$ cat src/rtl/trap_entry_sequencer_pkg.sv
// Shared trap-type, register-number and sequencer state definitions for the
// trap-entry path and the branch/trap condition tester.
package trap_entry_sequencer_pkg;

  localparam logic [7:0] TT_ILLEGAL   = 8'h02;
  localparam logic [7:0] TT_PRIV      = 8'h03;
  localparam logic [7:0] TT_WOVF      = 8'h05;
  localparam logic [7:0] TT_WUNF      = 8'h06;
  localparam logic [7:0] TT_TICC_BASE = 8'h80;

  localparam logic [4:0] RF_R17 = 5'd17;
  localparam logic [4:0] RF_R18 = 5'd18;

  typedef enum logic [2:0] {
    ST_IDLE,
    ST_ENTER,
    ST_SAVE_PC,
    ST_SAVE_NPC,
    ST_VECTOR,
    ST_ERROR
  } state_e;

endpackage

$ cat src/rtl/trap_entry_sequencer_prio_enc.sv
// Combinational trap prioritisation: merges hardware exceptions and Ticc into
// one request and the single highest-priority trap type.
module trap_priority_encoder
  import trap_entry_sequencer_pkg::*;
(
  input  logic       illegal_inst,
  input  logic       priv_inst,
  input  logic       win_overflow,
  input  logic       win_underflow,
  input  logic       tcond,
  input  logic [6:0] sw_tt,
  output logic       req,
  output logic [7:0] tt
);

  always_comb begin
    req = illegal_inst | priv_inst | win_overflow | win_underflow | tcond;
    tt  = 8'h00;
    if (illegal_inst)       tt = TT_ILLEGAL;
    else if (priv_inst)     tt = TT_PRIV;
    else if (win_overflow)  tt = TT_WOVF;
    else if (win_underflow) tt = TT_WUNF;
    else if (tcond)         tt = TT_TICC_BASE | {1'b0, sw_tt};
  end

endmodule

$ cat src/rtl/trap_entry_sequencer.sv
// SPARC V8 trap-entry sequencer: records the trap context, then steps through
// PSR/TBR update, r17/r18 saves and the fetch redirect while stalling upstream.
module trap_entry_sequencer
  import trap_entry_sequencer_pkg::*;
#(
  parameter int NWINDOWS = 8,
  parameter int CWP_W    = 5
) (
  input  logic             clk,
  input  logic             reset,
  input  logic             tcond,
  input  logic [6:0]       sw_tt,
  input  logic             illegal_inst,
  input  logic             priv_inst,
  input  logic             win_overflow,
  input  logic             win_underflow,
  input  logic             psr_et,
  input  logic             psr_s,
  input  logic [CWP_W-1:0] psr_cwp,
  input  logic [19:0]      tbr_tba,
  input  logic [31:0]      pc,
  input  logic [31:0]      npc,
  output logic             stall,
  output logic             psr_we,
  output logic             psr_et_new,
  output logic             psr_ps_new,
  output logic             psr_s_new,
  output logic [CWP_W-1:0] psr_cwp_new,
  output logic             tbr_tt_we,
  output logic [7:0]       tbr_tt,
  output logic             rf_we,
  output logic [CWP_W-1:0] rf_cwp,
  output logic [4:0]       rf_addr,
  output logic [31:0]      rf_data,
  output logic             redirect_valid,
  output logic [31:0]      redirect_pc,
  output logic             error_mode
);

  logic             req;
  logic [7:0]       tt_enc;
  logic [CWP_W-1:0] cwp_dec;

  state_e           state_q, state_d;
  logic [7:0]       tt_q, tt_d;
  logic [31:0]      pc_q, pc_d;
  logic [31:0]      npc_q, npc_d;
  logic [19:0]      tba_q, tba_d;
  logic             s_q, s_d;
  logic [CWP_W-1:0] cwp_q, cwp_d;

  trap_priority_encoder u_prio (
    .illegal_inst (illegal_inst),
    .priv_inst    (priv_inst),
    .win_overflow (win_overflow),
    .win_underflow(win_underflow),
    .tcond        (tcond),
    .sw_tt        (sw_tt),
    .req          (req),
    .tt           (tt_enc)
  );

  // The trap window is the one below the current CWP, wrapping at window 0.
  assign cwp_dec = (psr_cwp == '0) ? CWP_W'(NWINDOWS - 1) : psr_cwp - 1'b1;

  always_ff @(posedge clk or posedge reset) begin
    if (reset) begin
      state_q <= ST_IDLE;
      tt_q    <= '0;
      pc_q    <= '0;
      npc_q   <= '0;
      tba_q   <= '0;
      s_q     <= 1'b0;
      cwp_q   <= '0;
    end else begin
      state_q <= state_d;
      tt_q    <= tt_d;
      pc_q    <= pc_d;
      npc_q   <= npc_d;
      tba_q   <= tba_d;
      s_q     <= s_d;
      cwp_q   <= cwp_d;
    end
  end

  always_comb begin
    state_d        = state_q;
    tt_d           = tt_q;
    pc_d           = pc_q;
    npc_d          = npc_q;
    tba_d          = tba_q;
    s_d            = s_q;
    cwp_d          = cwp_q;
    stall          = 1'b1;
    psr_we         = 1'b0;
    psr_et_new     = 1'b0;
    psr_ps_new     = 1'b0;
    psr_s_new      = 1'b0;
    psr_cwp_new    = '0;
    tbr_tt_we      = 1'b0;
    tbr_tt         = '0;
    rf_we          = 1'b0;
    rf_cwp         = '0;
    rf_addr        = '0;
    rf_data        = '0;
    redirect_valid = 1'b0;
    redirect_pc    = '0;
    error_mode     = 1'b0;

    case (state_q)
      ST_IDLE: begin
        stall = 1'b0;
        if (req) begin
          if (psr_et) begin
            tt_d    = tt_enc;
            pc_d    = pc;
            npc_d   = npc;
            tba_d   = tbr_tba;
            s_d     = psr_s;
            cwp_d   = cwp_dec;
            state_d = ST_ENTER;
          end else begin
            state_d = ST_ERROR;
          end
        end
      end
      ST_ENTER: begin
        psr_we      = 1'b1;
        psr_ps_new  = s_q;
        psr_s_new   = 1'b1;
        psr_cwp_new = cwp_q;
        tbr_tt_we   = 1'b1;
        tbr_tt      = tt_q;
        state_d     = ST_SAVE_PC;
      end
      ST_SAVE_PC: begin
        rf_we   = 1'b1;
        rf_cwp  = cwp_q;
        rf_addr = RF_R17;
        rf_data = pc_q;
        state_d = ST_SAVE_NPC;
      end
      ST_SAVE_NPC: begin
        rf_we   = 1'b1;
        rf_cwp  = cwp_q;
        rf_addr = RF_R18;
        rf_data = npc_q;
        state_d = ST_VECTOR;
      end
      ST_VECTOR: begin
        redirect_valid = 1'b1;
        redirect_pc    = {tba_q, tt_q, 4'b0000};
        state_d        = ST_IDLE;
      end
      ST_ERROR: begin
        error_mode = 1'b1;
      end
      default: state_d = ST_IDLE;
    endcase
  end

endmodule

$ cat config.mk
export PLATFORM = sky130hd
export DESIGN_NAME = trap_entry_sequencer
export DESIGN_NICKNAME = d
export VERILOG_FILES = /design/src/rtl/trap_entry_sequencer_pkg.sv /design/src/rtl/trap_entry_sequencer_prio_enc.sv /design/src/rtl/trap_entry_sequencer.sv
export SDC_FILE = /design/constraint.sdc
export NUM_CORES = 1
export LEC_CHECK = 0
export CAP_MARGIN = 20
export CELL_PAD_IN_SITES_DETAIL_PLACEMENT = 2
export CELL_PAD_IN_SITES_GLOBAL_PLACEMENT = 2
export CORE_MARGIN = 4
export CORE_UTILIZATION = 27
export CTS_CLUSTER_DIAMETER = 80
export DETAILED_ROUTE_END_ITERATION = 10
export GPL_TIMING_DRIVEN = 0
export PLACE_DENSITY_LB_ADDON = 0.08
export SYNTH_ARGS = -nofsm -noshare
export SYNTH_HDL_FRONTEND = slang
export SYNTH_SLANG_ARGS = --single-unit
$ cat constraint.sdc
create_clock -name clk -period 3.85 [get_ports clk]
set_input_delay 0.5775 -clock clk [delete_from_list [all_inputs] [get_ports clk]]
set_output_delay 0.5775 -clock clk [all_outputs]
set_load 0.1 [all_outputs]
After elaboration in Yosys (flattened, before gate mapping)
Cells that the tools add are included.
{"block": "totals", "regBits": 101, "inputBits": 105, "out_inout_bits": 96, "elab_cells": 45}
{"block": "classes", "n_bitwise": 5, "n_eq_ne": 6, "n_reduce_logical": 5, "muxes": 21, "add_sub_neg": 1}
{"operator": "$pmux W32 S2", "count": 1}
{"operator": "$mux W8", "count": 6}
{"operator": "$mux W32", "count": 1}
{"operator": "$mux W5", "count": 3}
{"operator": "$pmux W3 S5", "count": 1}
{"operator": "$pmux W5 S2", "count": 1}
{"operator": "$eq A3 B2 Y1 const B", "count": 2}
{"operator": "$eq A3 B3 Y1 const B", "count": 2}
{"operator": "$mux W1", "count": 6}
{"operator": "$mux W3", "count": 2}
{"operator": "$logic_not A5 Y1", "count": 1}
{"operator": "$sub A5 B1 Y5 const B", "count": 1}
{"operator": "$or A1 B1 Y1", "count": 4}
{"operator": "$eq A3 B1 Y1 const B", "count": 1}
{"operator": "$logic_not A3 Y1", "count": 1}
{"operator": "$reduce_and A3 Y1", "count": 1}
{"operator": "$ne A2 B2 Y1 const B", "count": 1}
{"operator": "$reduce_and A2 Y1", "count": 1}
{"operator": "$reduce_or A2 Y1", "count": 1}
{"operator": "$not A1 Y1", "count": 1}

Longest topological paths before layout
Gate-level depths: netlist (run 1).
{"block": "depth", "depth_word": 6, "depth_mapped": 7, "ltp_nobuf": 6}

Cells and area by module
From an unflattened synthesis (run 1), not the netlist that was laid out.
{"block": "hier_totals", "cells_unflattened": 397, "area_unflattened_um2": 4967.3}
{"module": "trap_entry_sequencer", "cells_per_inst": 382, "n_inst": 1, "area_each_um2": 4864.7, "seq_area_each_um2": 2527.4}
{"module": "trap_priority_encoder", "cells_per_inst": 15, "n_inst": 1, "area_each_um2": 102.6, "seq_area_each_um2": 0.0}

Worst setup path before layout (run 1)
No wires, ideal clock.
{"block": "synth_timing", "kind": "flip-flop to output port", "startpoint": "register state_q[1]", "endpoint": "output psr_cwp_new[0]", "path_slack_ns": 0.441, "t_required_ns": 3.273, "arrival_time_ns": 2.831, "n_path_buf": 2, "path_stages_with_launch": 5, "path_cell_list": "dfrtp_1 clkbuf_1 nor3b_1 clkbuf_1 and2_1"}
{"block": "synth_between", "elab_chain_cells": 2}
{"element": "from (decl)", "line_no": "trap_entry_sequencer.sv:44", "text": "state_e state_q, state_d;"}
{"element": "from (signal assigned)", "line_no": "trap_entry_sequencer.sv:76", "text": "state_q <= state_d;"}
{"element": "$eq A3 B1 Y1", "line_no": "trap_entry_sequencer.sv:110", "text": "case (state_q)"}
{"element": "$mux W5", "line_no": "trap_entry_sequencer.sv:110"}
{"element": "to (decl)", "line_no": "trap_entry_sequencer.sv:28", "text": "output logic [CWP_W-1:0] psr_cwp_new,"}
No other way between the ends.

Worst setup path in the final report (run 1)
{"block": "layout_timing", "startpoint": "register state_q[0]", "endpoint": "output rf_addr[1]"}
{"block": "layout_between", "elab_chain_cells": 2, "word_cells_on_any_way": 3, "classes_between": "eq/ne: 2; mux: 1"}
{"element": "$eq A3 B2 Y1", "line_no": "trap_entry_sequencer.sv:110"}
{"element": "$pmux W5 S2 *", "line_no": "trap_entry_sequencer.sv:110"}
{"element": "to (decl)", "line_no": "trap_entry_sequencer.sv:33", "text": "output logic [4:0] rf_addr,"}
Every way passes the cells marked *; elsewhere a longest branch is shown, timed or not.

==> qor.csv, run 1 <==
metric,value,unit
fraction of layout cells with a size suffix above 1,0.149,
top-count cell post-synth,dfrtp_1,
Critical Path Sink Type,primary output,
Crit path arrival time,3.08,ns
setup violators final,0,
fin cells,836,
Seq cells post-synth,101,
Slew headroom,0.316,
CP max-delay cell,clkdlybuf4s50_1,
number of slew-limit violations in the final report,0,
distinct cell type count after synthesis,33,
Synthesis Warnings,0,
H-tree depth,3,
Power Dens Cells,955,mW/mm^2
Post-DP HPWL,11900,um
syn_area_per_cell,12.2,um^2
Overall Global Routing Usage,0.156,
CP cell instances,buf_2 > buf_1 > and2_1 > clkdlybuf4s50_1,
placed cells,820,
post-CTS setup buffers,0,
Fill cells,1808,
crit start category,flip-flop,
VDD IR max,496,uV
Final Hold Vio Count,0,
DRC violations left,0,
Port Buf Inserts,192,
Initial Util,0.278,
gpl congestion,0.760,
"top cells by area, synth","dfrtp_1 (52%), mux2_2 (10%), mux2_1 (9.8%), mux2i_1 (6.6%), and2_1 (6.3%)",
routed wire length,15400,um
initial DRC count,87,
largest area contributor in the netlist,dfrtp_1,
"Seq/Total Area, Yosys",0.523,
"top cells by count, synth","dfrtp_1 (101), and2_1 (49), mux2_2 (44)",
global-route wire length before repair,24200,um
CTS Buffer Depth,2,
Critical Path RT,3.27,ns
# IOs,201,
Overflow after GRT,0,
remaining antenna violation count,0,
Worst Slack Setup Final,0.193,ns
Tightest Pin Transition,1.02,ns
cell count after synthesis,396,
Mapped Area,0.00483,mm^2
leak pwr,0.00333,uW
vias,3715,
kind of critical path,reg -> out,
largest net degree at the start of global routing,61,
vias in the first global route,4272,
Die ar.,0.0201,mm^2
later-pin clock latency in the skew report,0.35,ns
Hold WC Path Type,reg -> reg,
setup clock skew after layout,0.00835,ns
share of the synthesized area in the top cell type,0.523,
Clock Sinks,101,
CTS Root Cell,clkbuf_16,
Via density,4.44,
Crit Path Max Fanout,10,
Final nets,712,
status,"finished, final reports clean",
initial antenna violation count,0,
Final min period,3.66,ns
Post-Place Worst Slack,0.235,ns
Area growth syn-to-layout,52.0,%
Post-synth EDFFs,0,
Num CTS Buffers,9,
CP max stage delay,1.14,ns
Async SR Flop Fraction,1.00,
DIE HEIGHT,142,um
total of max-cap violations,0,
Die Span X,142,um
Post-synth top flop,dfrtp_1,
Worst-path clk slew,0.07,ns
TritonRoute pass-1 iters,3,
period utilization,0.950,
Peak Freq,273,MHz
n_diodes,0,
core outline area,0.0174,mm^2
CTS tree,yes,
wire per inst,18.4,um
row cnt,48,
==> cells in the final DEF (no fill, tap or decap), types with 2 or more instances in the layout <==
cell and n:
a21oi_1 4, a22o_1 4, and2_1 49, buf_2 9
buf_4 11, buf_6 5, clkbuf_1 12, clkbuf_16 9
clkbuf_2 2, clkdlybuf4s50_1 163, clkinv_2 3, conb_1 7
dfrtp_1 101, dlygate4sd2_1 19, dlymetal6s2s_1 7, inv_1 5
mux2_1 42, mux2_2 44, mux2i_1 32, nand2_1 9
nor2_1 37, nor2b_1 2, nor3_1 4, o21ai_0 7
o31ai_1 2, or3_1 2, xnor2_1 2
==> logic make-up (layout without fill, tap and decap cells) <==
kind of cell             count (synthesis)  count (layout)  share of synthesized area
other                                    1               7                   0.000776
flip-flops                             101             101                      0.523
AO/OA/AOI/OAI                           21              21                     0.0303
adder cells (fa/ha/maj)                  1               1                    0.00259
XOR/XNOR                                 2               2                    0.00362
buffers and inverters                   42             251                     0.0513
multiplexers                           118             118                      0.267
AND/OR/NAND/NOR                        110             110                      0.122
==> path summary, 6_finish.rpt <==
check | from | cells past startpoint | slack, ns | endpoint
setup / recovery | state_q[0] | 4 | 0.19 | rf_addr[1]
hold / removal | tba_q[8] | 1 | 0.49 | tba_q[8]
setup reg to reg | state_q[1] | 6 | 1.87 | tba_q[0]
hold reg to reg | tba_q[8] | 1 | 0.49 | tba_q[8]
max in group asynchronous | reset | 3 | 2.50 | pc_q[1]
min in group asynchronous | reset | 2 | 0.65 | tba_q[8]
==> sequential cells by signal (all words and copies together), names as in the netlist <==
signal / flops
s_q: 1
state_q: 3
cwp_q: 5
pc_q: 32
tba_q: 20
tt_q: 8
npc_q: 32
==> timing repair <==
action	CTS	global route
cloned	0	0
setup endpoints to repair	22	17
hold buffers	0	0
endpoints found under the hold margin	0	0
resized for setup	22	13
==> metal layers <==
metal  global-route usage  vias to the layer above  wire length, um
met2                0.272                      122             7930
met5                    0                        -                0
met3               0.0425                       13             1030
met1                0.186                     1837             6260
met4               0.0485                        0              199
li1                     -                     1743                -
==> worst max-delay path, delay by kind of cell (launching register included) <==
kind          cells  cell delay, ns
flops             1            0.46
simple gates      1            0.22
buf+inv           3            2.04
==> per-stage QoR <==
step            util  setup TNS, ns  instance area, um^2  hold slack, ns  total power, uW
2_1_floorplan      -              0                 4860           0.449             5170
3_3_place_gp   0.405        -109.24                 7060           0.467             6150
3_5_place_dp   0.407              0                 7090           0.477             6290
4_1_cts        0.421              0                 7330           0.493             7150
5_1_grt        0.422      -0.000803                 7350           0.512             7410
6_report       0.422              0                 7350           0.487             7020
==> where the power goes <==
part | internal, uW | total, uW | switching [uW]
registers | 1590 | 1860 | 276
clock network | 455 | 858 | 403
logic | 1290 | 4300 | 3010
==> cell type report <==
cell class	count	area (um^2)	area share
Tap cell	225	282	0.0383
Sequential cell	101	2530	0.344
Timing Repair Buffer	193	1930	0.263
Buffer	36	225	0.0306
Clock buffer	12	246	0.0335
Clock inverter	4	23.8	0.00324
Inverter	6	25.0	0.00341
Multi-Input combinational cell	259	2090	0.284
(Power assumes the default switching activity.)
==> inputs of run 2 (changes only) <==
Settings changed: CORE_UTILIZATION 27 to 24, RECOVER_POWER set to 25.
Clock period 3.85 ns to 3.05 ns, I/O delays scaled along.
==> run 2 against run 1 <==
  * The flow now finishes with violations (max-capacitance violations, max-slew violations)
  * Clock-buffer cell count unchanged
  * Combinational power rose by 24%
  * Worst hold slack hardly changed
  * Total power increased by 28%
  * Highest routed layer unchanged
==> qor.csv, run 2 (synthesis results as in run 1) <==
metric,value,unit
status,"finished, violations left",
failing checks,"max-capacitance violations, max-slew violations",
clock share of power,0.142,
sum of buffers and inverters on the critical path,4,
CTS Root Cell,clkbuf_16,
Int Power,4310,uW
initial antenna violation count,0,
setup clock skew after layout,0.00677,ns
Die ar.,0.0225,mm^2
# IOs,201,
Via density,4.26,
Logic pwr share,0.596,
CP max stage delay,0.49,ns
Worst-path clk slew,0.07,ns
CP cell instances,clkbuf_1 > nand2b_1 > clkbuf_1 > buf_1 > nor2_1 > clkdlybuf4s15_2,
total of max-cap violations,1,
kind of critical path,reg -> out,
Critical Path Sink Type,primary output,
Peak Freq,344,MHz
fin cells,876,
Crit Path Max Fanout,10,
core outline area,0.0197,mm^2
Slew headroom,-0.0111,
RSZ-0062 raised after global routing,yes,
total power,8960,uW
later-pin clock latency in the skew report,0.35,ns
crit start category,flip-flop,
CTS Buffer Depth,2,
number of slew-limit violations in the final report,34,
CTS tree,yes,
P_sw,4650,uW
initial DRC count,41,
Overflow after GRT,0,
global-route wire length before repair,24200,um
"commonest non-fill, non-tap cell in the layout",clkdlybuf4s50_1,
DIE HEIGHT,150,um
Fill cells,2136,
TritonRoute pass-1 iters,3,
vias,3730,
leak pwr,0.00325,uW
Area growth syn-to-layout,54.4,%
Tightest Pin Transition,1.51,ns
CP max-delay cell,clkdlybuf4s15_2,
Clock Sinks,101,
Hold WC Path Type,reg -> reg,
row cnt,51,
most frequent CP cell,clkbuf_1,
start point of the critical path,state_q[1],
hold_sp,tba_q[11],
fraction of layout cells with a size suffix above 1,0.293,
placed cells,861,
VDD IR max,393,uV
wire per inst,17.9,um
Post-DP HPWL,12200,um
Top Registers,"npc_q (32), pc_q (32), tba_q (20)",
Final min period,2.91,ns
Num CTS Buffers,9,
routed wire length,15700,um
remaining antenna violation count,0,
Crit path arrival time,2.45,ns
Sw Ratio,0.519,
n_diodes,0,
sequential fraction of design power,0.262,
"Core Util, Final",0.380,
DRC violations left,0,
H-tree depth,3,
reg2reg start,state_q[1],
Overall Global Routing Usage,0.140,
Initial Util,0.246,
Critical Path RT,2.59,ns
vias in the first global route,4350,
period utilization,0.953,
most frequent cells in the layout,"clkdlybuf4s50_1 (103), dfrtp_1 (101), clkdlybuf4s15_2 (63), and2_1 (49), mux2_2 (44)",
setup violators final,0,
Final Hold Vio Count,0,
gpl congestion,0.735,
largest net degree at the start of global routing,40,
Port Buf Inserts,192,
Die Span X,150,um
Final nets,713,
Power Dens Cells,1200,mW/mm^2
"CP delay by family, top",buffers and inverters,
[run 2: changes by cell type in the layout (fill, tap and decap cells not counted), moves of 2 or more]
cell,previous run,this run
buf_4,11,20
bufinv_16,0,2
dlymetal6s2s_1,7,1
dlygate4sd2_1,19,3
clkbuf_1,12,5
clkdlybuf4s50_1,163,103
clkbuf_2,2,17
clkinv_2,3,0
clkdlybuf4s15_2,0,63
[run 2: path summary, 6_finish.rpt]
check | end | slack [ns] | depth (start not counted)
max | rf_data[0] | 0.14 | 6
min | tba_q[11] | 0.49 | 1
max reg2reg | tba_q[1] | 1.11 | 6
min reg2reg | tba_q[11] | 0.49 | 1
max in group asynchronous | pc_q[27] | 0.54 | 3
min in group asynchronous | pc_q[13] | 0.91 | 2
[run 2: per-stage QoR]
step           area, um^2  setup TNS, ns  setup WS (ns)  hold slack [ns]
2_1_floorplan        4860              0          0.139            0.449
3_3_place_gp         7120          -9.39         -0.349            0.467
3_5_place_dp         7160         -10.92         -0.406            0.477
4_1_cts              7520         -0.114        -0.0974            0.494
5_1_grt              7460         -0.881        -0.0666            0.505
6_report             7460              0          0.144            0.487
[run 2: area by class of cell]
cell class	instances	area (um^2)	share of cell area
inverter	6	23.8	0.00319
sequential	101	2530	0.339
tap	265	332	0.0444
multi-input combinational	259	2090	0.280
clock buffer	12	256	0.0344
clock inverter	3	68.8	0.00922
timing repair buffer	194	1930	0.259
buffer	36	233	0.0312
[run 2: power groups by stage]
stage	Clock (uW)	Sequential (uW)	Combinational, uW
after global routing	1380	2440	5650
after floorplan	0	2250	4270
final	1270	2350	5340
after CTS	1320	2360	5460
after global placement	0	2330	5470
after detailed placement	0	2390	5560
[run 2: timing repair]
item,in CTS,in global routing
hold buffers,0,0
endpoints found under the setup margin,87,54
hold endpoints to repair,0,0
resized for setup,265,28
setup buffers,0,0
[run 2: metal layers]
layer	wire, um	GRT usage	vias up	part of all wire
met3	1050	0.0391	10	0.067
met2	8030	0.255	117	0.51
li1	-	-	1744	-
met5	0	0	-	0
met4	188	0.0425	0	0.012
met1	6410	0.159	1859	0.41
==> inputs of run 3 (changes only) <==
Settings changed: CORE_MARGIN 4 to 1.5, SKIP_CTS_REPAIR_TIMING set to 1, SYNTH_HIERARCHICAL set to 1.
==> run 3 against run 2 <==
  * The flow still finishes with violations (max-capacitance violations, max-slew violations)
  * Critical path type unchanged
  * Critical path depth shrank 2
  * Critical endpoint is now stall
  * Routed wire length rose by 5.8%
  * First-iteration DRC count up 71%
  * Final cell count rose by 0.91%
==> qor.csv, run 3 <==
metric,value,unit
"CP delay by family, top",buffers and inverters,
routed wl met2,8530,um
Async SR Flop Fraction,1.00,
Post-synth top flop,dfrtp_1,
"Seq/Total Area, Yosys",0.509,
later-pin clock latency in the skew report,0.35,ns
CTS tree,yes,
Mapped Area,0.00497,mm^2
placed instance area,0.00730,mm^2
placed cells,868,
kind of critical path,reg -> out,
largest net degree at the start of global routing,39,
vias,3823,
Power Dens Cells,1250,mW/mm^2
remaining antenna violation count,0,
wire per inst,18.8,um
RSZ-0062 raised after global routing,no,
start point of the critical path,state_q[0],
Via density,4.32,
CP max stage delay,1.17,ns
Die ar.,0.0216,mm^2
"top cells by count, synth","dfrtp_1 (101), mux2_2 (78), nor2_1 (40)",
initial antenna violation count,0,
Crit path arrival time,2.51,ns
total of max-cap violations,1,
most frequent CP cell,buf_2,
Slew headroom,-0.127,
Initial Util,0.245,
share of the synthesized area in the top cell type,0.509,
Post-DP HPWL,12300,um
wl on met1,6990,um
vias in the first global route,4430,
Worst Slack Setup Final,0.0872,ns
Num CTS Buffers,9,
Stages on worst setup path,4,
hold path depth,1,
status,"finished, violations left",
setup clock skew after layout,0.00710,ns
Fill cells,2157,
VDD IR max,591,uV
# IOs,201,
Port Buf Inserts,193,
setup violators final,0,
Int Power,4290,uW
clock share of power,0.129,
routed wire length,16600,um
Final Hold Vio Count,0,
CTS Root Cell,clkbuf_16,
reg2reg start,state_q[0],
syn_area_per_cell,12.5,um^2
Post-synth EDFFs,0,
initial DRC count,70,
DRC violations left,0,
R2R depth,6,
Peak Freq,338,MHz
CTS Buffer Depth,2,
Tightest Pin Transition,1.68,ns
Overflow after GRT,0,
highest routed layer,met4,
fin cells,884,
H-tree depth,3,
Hold WC Path Type,reg -> reg,
global-route wire length before repair,25800,um
"commonest non-fill, non-tap cell in the layout",clkdlybuf4s50_1,
most frequent cells in the layout,"clkdlybuf4s50_1 (105), dfrtp_1 (101), mux2_2 (78), clkbuf_2 (59), nor2_1 (40)",
top-count cell post-synth,dfrtp_1,
sequential fraction of design power,0.252,
Post-Place Worst Slack,-0.282,ns
Synthesis Warnings,6,
area of the multi-input gates,0.00221,mm^2
gpl congestion,0.709,
"top cells by area, synth","dfrtp_1 (51%), mux2_2 (18%), mux2i_1 (6.9%), mux2_4 (5.4%), and3_1 (4.0%)",
Logic pwr share,0.618,
crit start category,flip-flop,
met3 WL,907,um
sum of buffers and inverters on the critical path,3,
Final nets,715,
DIE HEIGHT,147,um
cell area after layout,0.00739,mm^2
TritonRoute pass-1 iters,4,
Seq cells post-synth,101,
Overall Global Routing Usage,0.157,
period utilization,0.971,
Die Span X,147,um
CP max-delay cell,clkdlybuf4s50_1,
Critical Path Sink Type,primary output,
leak pwr,0.00394,uW
Sw Ratio,0.534,
row cnt,52,
Final min period,2.96,ns
n_diodes,0,
Reg area,0.00253,mm^2
distinct cell type count after synthesis,37,
Worst-path clk slew,0.07,ns
P_sw,4920,uW
cell count after synthesis,397,
core outline area,0.0203,mm^2
Crit Path Max Fanout,10,
fraction of layout cells with a size suffix above 1,0.337,
Top Registers,"npc_q (32), pc_q (32), tba_q (20)",
CP cell instances,buf_2 > buf_2 > or3_1 > clkdlybuf4s50_1,
Area growth syn-to-layout,48.7,%
Critical Path RT,2.59,ns
Clock Sinks,101,
hold_sp,tba_q[7],
largest area contributor in the netlist,dfrtp_1,
"reg-to-reg slack, setup",1.35,ns
failing checks,"max-capacitance violations, max-slew violations",
number of slew-limit violations in the final report,34,
## run 3: worst register-to-register path, cell delays in order (launching register included)
cell      delay, ns
dfrtp_1        0.33
buf_2          0.17
nor2_4         0.05
nand4b_1       0.09
buf_2          0.21
buf_2          0.36
mux2_2         0.39
## run 3: power by group through the flow
stage                     clock network [uW]  registers (uW)  logic (uW)
after floorplan                            0            2230        4630
after global placement                     0            2300        5920
after detailed placement                   0            2360        6010
after CTS                               1250            2330        6040
after global routing                    1290            2420        6010
final                                   1190            2320        5700
## run 3: cells by family after synthesis
group | share of synthesized area
AOI/OAI and AO/OA | 0.0123
xor gates and xnor gates | 0.00353
adders and majority gates | 0.00252
buffers and inverters | 0.0514
DFF | 0.509
muxes | 0.300
other | 0.000755
and+or+nand+nor | 0.121
## run 3: worst paths after layout
kind,end
setup / recovery,stall
hold / removal,tba_q[7]
setup reg to reg,pc_q[15]
hold reg to reg,tba_q[7]
max in group asynchronous,tt_q[6]
min in group asynchronous,pc_q[5]
## run 3: area by class of cell
cell class | instances | area share
well taps | 270 | 0.0457
multi-input cells | 257 | 0.300
inverters | 6 | 0.00322
clock buffers | 10 | 0.0310
clock inverters | 6 | 0.00966
plain buffers | 39 | 0.0318
repair buffers | 195 | 0.237
flip-flops and latches | 101 | 0.342
## run 3: stage by stage
stage | hold slack, ns | utilization | setup TNS [ns] | total power (uW)
floorplan | 0.471 | - | 0 | 6860
detailed placement | 0.487 | 0.360 | -4.93 | 8370
finish | 0.503 | 0.364 | 0 | 9210
global route | 0.517 | 0.364 | 0 | 9720
global placement | 0.479 | 0.358 | -4.68 | 8220
CTS | 0.503 | 0.375 | -31.61 | 9620
## run 3: per-layer routing
layer	track usage	vias up
met5	0	-
met4	0.0394	0
met3	0.0388	9
met2	0.280	120
met1	0.187	1924
li1	-	1770
